### config.mk
export PLATFORM = sky130hd
export DESIGN_NAME = pixel_byte_packer
export DESIGN_NICKNAME = d
export VERILOG_FILES = /design/src/rtl/pixel_byte_packer.sv
export SDC_FILE = /design/constraint.sdc
export NUM_CORES = 1
export LEC_CHECK = 0
export ABC_AREA = 1
export CAP_MARGIN = 25
export CORE_MARGIN = 4
export CORE_UTILIZATION = 57
export CTS_BUF_LIST = sky130_fd_sc_hd__clkbuf_8 sky130_fd_sc_hd__clkbuf_16
export DETAILED_ROUTE_END_ITERATION = 7
export PLACE_DENSITY = 0.83
export SKIP_LAST_GASP = 1
export SLEW_MARGIN = 30
export SYNTH_ARGS = -nofsm -noshare
export SYNTH_HDL_FRONTEND = slang
export SYNTH_SLANG_ARGS = --single-unit
### constraint.sdc
create_clock -name clk_i -period 4.8 [get_ports clk_i]
set_clock_uncertainty 0.15 [all_clocks]
set_input_delay 0.72 -clock clk_i [delete_from_list [all_inputs] [get_ports clk_i]]
set_output_delay 0.72 -clock clk_i [all_outputs]
set_load 0.01 [all_outputs]
### src/rtl/pixel_byte_packer.sv
// Packs a byte stream into 1- or 3-byte pixels, one frame mode latched per frame,
// with a fixed ready-low gap after every emitted pixel and a per-frame pixel count.
module pixel_byte_packer #(
  parameter int MAX_PIXEL_BITS = 24,
  parameter int PX_GAP         = 2,
  parameter int FRAME_PIXELS   = 4096
) (
  input  logic                      clk_i,
  input  logic                      reset_i,
  input  logic [1:0]                select_i,
  input  logic [7:0]                byte_i,
  input  logic                      byte_valid_i,
  output logic                      byte_ready_o,
  output logic [MAX_PIXEL_BITS-1:0] out_pixel_o,
  output logic                      px_rdy_o,
  output logic                      start_sobel_o,
  output logic                      frame_done_o
);

  localparam int PCW = $clog2(FRAME_PIXELS + 1);
  localparam int GW  = (PX_GAP > 1) ? $clog2(PX_GAP) : 1;

  typedef enum logic [1:0] {IDLE, COLLECT, EMIT, GAP} state_t;

  state_t           state, state_nxt;
  logic [1:0]       idx;
  logic [1:0]       mode;
  logic [7:0]       b0, b1;
  logic [PCW-1:0]   pix_cnt;
  logic [GW-1:0]    gap_cnt;
  logic [1:0]       mode_now;
  logic             one_byte;
  logic             accept;
  logic             last_byte;
  logic             frame_last;
  logic [23:0]      pix;

  // In IDLE the incoming select_i defines the frame; afterwards the latched copy rules.
  assign mode_now   = (state == IDLE) ? select_i : mode;
  assign one_byte   = (mode_now == 2'b01);
  assign accept     = byte_valid_i && byte_ready_o;
  assign last_byte  = one_byte || (idx == 2'd2);
  assign frame_last = (pix_cnt == PCW'(FRAME_PIXELS - 1));
  assign pix        = one_byte ? {16'h0000, byte_i} : {b0, b1, byte_i};

  always_comb begin
    state_nxt    = state;
    byte_ready_o = 1'b0;
    px_rdy_o     = 1'b0;
    frame_done_o = 1'b0;
    case (state)
      IDLE: begin
        byte_ready_o = 1'b1;
        if (accept) state_nxt = last_byte ? EMIT : COLLECT;
      end
      COLLECT: begin
        byte_ready_o = 1'b1;
        if (accept && last_byte) state_nxt = EMIT;
      end
      EMIT: begin
        px_rdy_o     = 1'b1;
        frame_done_o = frame_last;
        if (PX_GAP == 0) state_nxt = frame_last ? IDLE : COLLECT;
        else             state_nxt = GAP;
      end
      GAP: begin
        // A cleared pixel counter after an emit means the frame just finished.
        if (gap_cnt == '0) state_nxt = (pix_cnt == '0) ? IDLE : COLLECT;
      end
      default: state_nxt = IDLE;
    endcase
  end

  always_ff @(posedge clk_i) begin
    if (reset_i) begin
      state         <= IDLE;
      idx           <= 2'd0;
      mode          <= 2'b00;
      pix_cnt       <= '0;
      gap_cnt       <= '0;
      start_sobel_o <= 1'b0;
      out_pixel_o   <= '0;
    end else begin
      state         <= state_nxt;
      start_sobel_o <= (state == IDLE) && accept && !select_i[1];
      if (accept) begin
        if (state == IDLE) mode <= select_i;
        idx <= last_byte ? 2'd0 : idx + 2'd1;
        if (last_byte) out_pixel_o <= MAX_PIXEL_BITS'(pix);
      end
      if (state == EMIT) begin
        pix_cnt <= frame_last ? '0 : pix_cnt + 1'b1;
        gap_cnt <= GW'(PX_GAP - 1);
      end else if (state == GAP && gap_cnt != '0) begin
        gap_cnt <= gap_cnt - 1'b1;
      end
    end
  end

  always_ff @(posedge clk_i) begin
    if (accept && !last_byte) begin
      if (idx == 2'd0) b0 <= byte_i;
      else             b1 <= byte_i;
    end
  end

endmodule

# --- Word-level counts from Yosys, hierarchy flattened ---
# Index checks and enable logic that the tools add are counted.
totals:
  register_bits: 61
  latchBits: 0
  ramBits: 0
  mem_bits_ro: 0
  inputBits: 13
  output_inout_bits: 28
  elab_cells: 55
  n_memories: 0
op_classes:
  add_sub_neg: 3
  n_mul: 0
  div: 0
  magnitude_cmp: 0
  n_eq_ne: 9
  shift: 0
  muxes: 15
  bitwise_logic: 1
  n_reduce_logical: 18
op_table:
  columns: ["cell", "n"]
  rows:
  - ["24-bit two-way mux", 1]
  - ["13-bit by 1-bit adder with 13-bit output (second input constant)", 1]
  - ["13-bit by 12-bit == test with 1-bit output (second input constant)", 1]
  - ["13-bit zero test", 1]
  - ["13-bit two-way mux", 1]
  - ["2-bit two-way mux", 6]
  - ["2-bit one-hot mux with 4 select lines", 1]
  - ["2-bit == test (second input constant)", 3]
  - ["1-bit logical AND", 6]
  - ["1-bit two-way mux", 6]
  - ["2-bit != test (second input constant)", 3]
  - ["2-bit AND reduction", 3]
  - ["2-bit by 1-bit == test with 1-bit output (second input constant)", 2]
  - ["2-bit zero test", 2]
  - ["3-bit AND reduction", 1]
  - ["2-bit by 1-bit adder with 2-bit output (second input constant)", 1]
  - ["1-bit zero test", 2]
  - ["2-bit nonzero test", 1]
  - ["2-bit OR reduction", 1]
  - ["1-bit logical OR", 1]
  - ["1-bit inverter", 1]
  - ["1-bit subtractor (second input constant)", 1]

# --- Depth between registers and ports, before layout ---
logic_depth:
  word_depth: 7
  mapped_depth: 12

# --- Worst setup path after synthesis ---
# OpenSTA, ideal clock, no wires.
synth_path:
  path_type: "input port to flip-flop"
  from: "in byte_valid_i"
  to: "reg b0[0] (enable)"
  setup_time_ps: 371
  arrival_time_ps: 1671
  required_time_ps: 4279
  path_slack_ps: 2608
  cell_stages: 6
  path_buffers: 0
  path_cell_list: "inv_1 > a21oi_4 > inv_1 > nor2_1 > inv_1 > nor2_1"
synth_via:
  elab_chain_cells: 3
synth_rtl:
  columns: ["item", "line", "rtl"]
  rows:
  - ["start, declared", "12", "input logic byte_valid_i,"]
  - ["1-bit logical AND", "41", "assign accept = byte_valid_i && byte_ready_o;"]
  - ["1-bit logical AND", "101", "if (accept && !last_byte) begin"]
  - ["2-bit AND reduction (no line)", null, null]
  - ["end signal, assigned", "102", "if (idx == 2'd0) b0 <= byte_i;"]
  - ["end, declared", "28", "logic [7:0] b0, b1;"]
# No other way between the ends.
# A chain may end at the register's enable or synchronous reset.

# --- Final worst setup path ---
layout_path:
  from: "reg pix_cnt[1]"
  to: "out frame_done_o"
layout_via:
  elab_chain_cells: 2
layout_rtl:
  columns: ["item", "line", "rtl"]
  rows:
  - ["start, declared", "29", "logic [PCW-1:0] pix_cnt;"]
  - ["start signal, assigned", "92", "pix_cnt <= frame_last ? '0 : pix_cnt + 1'b1;"]
  - ["13-bit by 12-bit == test with 1-bit output", "43", "assign frame_last = (pix_cnt == PCW'(FRAME_PIXELS - 1));"]
  - ["1-bit two-way mux", "51", "case (state)"]
  - ["end, declared", "17", "output logic frame_done_o"]
# No other way between the ends.

==> qor_table.md <==
| Parameter | This run |
|---|---|
| Clock tree from TritonCTS | yes |
| Area fraction of the dominant cell type after synthesis | 35.2% |
| Kind of launch point of the worst setup path | flip-flop |
| Count of filler cells inserted in the layout | 316 |
| Vias in the first global route | 1,983 |
| Met2 wire len | 2360 um |
| Initial core utilization | 58.8% |
| P per Cell Area | 519 nW/um2 |
| CTS clock-pin slew for the worst setup and hold paths | 0.07 ns |
| Count of endpoints failing hold in the final timing report | 0 |
| Area overhead of the layout relative to synthesis | 24.3% |
| Reg2reg setup slack | 2.33 ns |
| Number of enable-type register cells in the synthesized netlist | 16 |
| Horizontal die dimension | 75.0 um |
| Fraction of the cycle the final worst path needs | 63.2% |
| Antenna Violating Nets Remaining | 0 |
| Warnings, synthesis | 0 |
| Antenna violations before repair | 0 |
| Root Buffer | sky130_fd_sc_hd__clkbuf_8 |
| Top cell types by occurrence after synthesis | 56 x sky130_fd_sc_hd__nand2_1, 48 x sky130_fd_sc_hd__nor2_1, 45 x sky130_fd_sc_hd__dfxtp_1, 26 x sky130_fd_sc_hd__inv_1, 24 x sky130_fd_sc_hd__a21oi_1 |
| Via Count | 2,037 |
| Sort of element at the end of the critical path | output pin |
| # clock sinks | 61 |
| Syn nets | 316 |
| Library cell with the highest instance count after synthesis | sky130_fd_sc_hd__nand2_1 |
| Post-detailed-placement cell area | 2970 um2 |
| Asr flop ratio synth | 0% |
| Final sum of negative setup slack | 0 ns |
| Syn avg cell area | 8.71 um2 |
| Detailed-route wire length per cell | 13.2 um |
| Final wirelength | 5190 um |
| Number of library cell types mapped by synthesis | 31 |
| Time the final worst path needs with I/O delays and setup | 3.03 ns |
| Top fanout value on the critical path | 4 |
| Final HPWL from detailed placement | 3560 um |
| Number of buffers added by the clock tree synthesis step | 9 |
| Main flop type after synthesis | sky130_fd_sc_hd__dfxtp_1 |
| Hold crit path type | reg -> reg |
| Total GRT Usage | 21.3% |
| Number of cells traversed by the worst register-to-register path | 9 |
| Worst-case headroom to the max-slew limit | 60.0% |
| Number of gates given a new drive strength after cts | 0 |
| Metal1 wirelength | 2490 um |
| Post-route cell area | 3180 um2 |
| Startpoint of the tightest hold check path | gap_cnt |
| Achievable Freq | 0.330 GHz |
| Worst skew pair latency | 0.34 ns |
| Total inserted antenna cells | 0 |
| First-pass GRT wire length | 8950 um |
| Unrepaired setup endpoints after global routing | no |
| Detail-routed via count per cell | 5.18 |
| Initial DRT Pass Iterations | 4 |
| Max rail drop VDD | 0.289 mV |
| Die footprint | 5630 um2 |
| Max_cap viols | 0 |
| CTS H-tree lvls | 3 |
| Nets | 358 |
| Highest signal layer in the routed design | met4 |
| Crit Path Class | reg -> out |
| Deepest clock path buffer count | 2 |
| Overall overflow remaining after global route | 0 |
| Number of ports placed on the die boundary | 41 |
| Worst EP arrival | 2.16 ns |
| DRC violations left | 0 |
| Endpoint required time on the critical path | 3.93 ns |
| Detailed router's first-iteration violation count | 157 |
| Largest net degree at the start of global routing | 28 |
| Final setup violation count | 0 |
| Core box area | 4350 um2 |
| End point of the worst hold path | gap_cnt |
| Actual transition at the worst max-transition pin | 0.597 ns |
| Number of standard cells after synthesis | 294 |
| Final Wtd Congestion | 0.854 |
| Dominant cells by area after synthesis | sky130_fd_sc_hd__dfxtp_1 35%, sky130_fd_sc_hd__edfxtp_1 19%, sky130_fd_sc_hd__nand2_1 8.2%, sky130_fd_sc_hd__nor2_1 7.0%, sky130_fd_sc_hd__a21oi_1 4.7% |
| Number of core rows | 24 |
| End of the worst register-to-register path | b1[2] |
| Post-synth top area cell | sky130_fd_sc_hd__dfxtp_1 |
| Number of buffers inserted by port buffering | 40 |
| Netlist area before placement | 2560 um2 |
| Register bit total from synthesis | 61 |
| Hold buffers post-CTS | 0 |
| Status | finished clean |
| Number of slew-limit violations in the final report | 0 |
| Seq/Total Area, Yosys | 54.0% |
| Leakage | 0.00117 uW |
| Worst flop-to-flop path startpoint | state[0] |
| Share of post-route cells with drive strength above 1 | 7.92% |
| Count of buffers added by post-CTS timing repair for setup | 0 |
| Met3 wirelength from detailed routing | 233 um |
| Die boundary height | 75.0 um |
| Instance count along the most critical hold path | 2 |
-- critical path, stage by stage, from the launching register on --
cell	delay, ns
sky130_fd_sc_hd__dfxtp_1	0.38
sky130_fd_sc_hd__ha_1	0.21
sky130_fd_sc_hd__inv_1	0.07
sky130_fd_sc_hd__nor3_2	0.29
sky130_fd_sc_hd__nand3_1	0.21
sky130_fd_sc_hd__nor2_1	0.13
sky130_fd_sc_hd__clkdlybuf4s50_1	0.54
-- cells by family after synthesis --
family / synth area share [%]
and+or+nand+nor: 23.9
buffers and inverters: 6.84
AOI/OAI and AO/OA: 9.14
xor gates and xnor gates: 1.71
adders and majority gates: 4.40
DFF: 54.0
-- per-stage QoR --
| stage | hold WS, ns | power, uW | setup WS, ns | utilization (%) | cells |
|---|---|---|---|---|---|
| final | 0.314 | 1650 | 1.77 | 73.1 | 393 |
| after global routing | 0.341 | 1750 | 1.57 | 73.1 | 393 |
| after CTS | 0.313 | 1660 | 1.76 | 73.1 | 393 |
| after detailed placement | 0.303 | 1170 | 1.89 | 68.2 | 377 |
| after global placement | 0.298 | 1150 | 1.97 | 68.2 | 377 |
| after floorplan | 0.285 | 1010 | 2.61 | - | 294 |
-- worst max-delay path by stage --
| stage | from | endpoint | slack, ns |
|---|---|---|---|
| 5_1_grt | pix_cnt[1] | frame_done_o | 1.57 |
| 4_1_cts | pix_cnt[1] | frame_done_o | 1.76 |
| 6_report | pix_cnt[1] | frame_done_o | 1.77 |
| 3_3_place_gp | select_i[1] | b1[0] | 1.97 |
| 2_1_floorplan | byte_valid_i | b0[0] | 2.61 |
| 3_5_place_dp | select_i[1] | b1[1] | 1.89 |
-- sequential cells by signal, summed over array words and instances (netlist names) --
signal	cells
idx	2
b0	8
out_pixel_o	24
pix_cnt	13
b1	8
start_sobel_o	1
gap_cnt	1
state	2
mode	2
-- power breakdown --
part / internal [uW] / total, uW / switching, uW
clock network: 289 / 493 / 204
logic: 189 / 478 / 289
registers: 635 / 681 / 46.0
total: 1110 / 1650 / 538
-- cell usage in the layout (no fill, tap or decap) --
| cell type | synthesis | routed |
|---|---|---|
| sky130_fd_sc_hd__nand2_1 | 56 | 56 |
| sky130_fd_sc_hd__a31oi_1 | 1 | 1 |
| sky130_fd_sc_hd__nor3b_1 | 1 | 1 |
| sky130_fd_sc_hd__xnor2_1 | 1 | 1 |
| sky130_fd_sc_hd__nand3_2 | 2 | 2 |
| sky130_fd_sc_hd__o21ai_0 | 15 | 15 |
| sky130_fd_sc_hd__clkinv_1 | 0 | 1 |
| sky130_fd_sc_hd__nand2_2 | 2 | 2 |
| sky130_fd_sc_hd__clkdlybuf4s50_1 | 0 | 40 |
| sky130_fd_sc_hd__a211oi_1 | 1 | 1 |
| sky130_fd_sc_hd__nand2_4 | 2 | 2 |
| sky130_fd_sc_hd__o21ai_2 | 1 | 1 |
| sky130_fd_sc_hd__clkinv_4 | 0 | 1 |
| sky130_fd_sc_hd__xor2_1 | 4 | 4 |
| sky130_fd_sc_hd__nand2_8 | 1 | 1 |
| sky130_fd_sc_hd__nor2_1 | 48 | 48 |
| sky130_fd_sc_hd__edfxtp_1 | 16 | 16 |
| sky130_fd_sc_hd__dfxtp_1 | 45 | 45 |
| sky130_fd_sc_hd__buf_4 | 3 | 1 |
| sky130_fd_sc_hd__a21oi_1 | 24 | 24 |
| sky130_fd_sc_hd__inv_6 | 1 | 1 |
| sky130_fd_sc_hd__nor3_1 | 1 | 1 |
| sky130_fd_sc_hd__bufinv_16 | 0 | 2 |
| sky130_fd_sc_hd__inv_1 | 26 | 27 |
| sky130_fd_sc_hd__inv_2 | 1 | 1 |
| sky130_fd_sc_hd__clkbuf_8 | 0 | 9 |
| sky130_fd_sc_hd__nor4_1 | 1 | 1 |
| sky130_fd_sc_hd__a21oi_4 | 1 | 1 |
| sky130_fd_sc_hd__nor3_2 | 1 | 1 |
| sky130_fd_sc_hd__nand4_1 | 3 | 3 |
| sky130_fd_sc_hd__clkinvlp_4 | 0 | 2 |
| sky130_fd_sc_hd__ha_1 | 9 | 9 |
| sky130_fd_sc_hd__nand3_1 | 20 | 20 |
-- metal layers --
layer  up-vias  global-route usage [%]
met1       930                    28.0
li1       1039                       -
met2        57                    32.8
met3        11                    5.61
met5         -                       0
met4         0                    9.68
-- layout make-up --
cell class	count	area [um2]	area share [%]
clock buffer	9	124	3.89
clock inverter	7	91.3	2.87
inverter	28	110	3.46
multi-input combinational	195	1000	31.5
sequential	61	1380	43.4
tap	52	65.1	2.04
timing repair buffer	41	408	12.8
(Power assumes the default switching activity.)
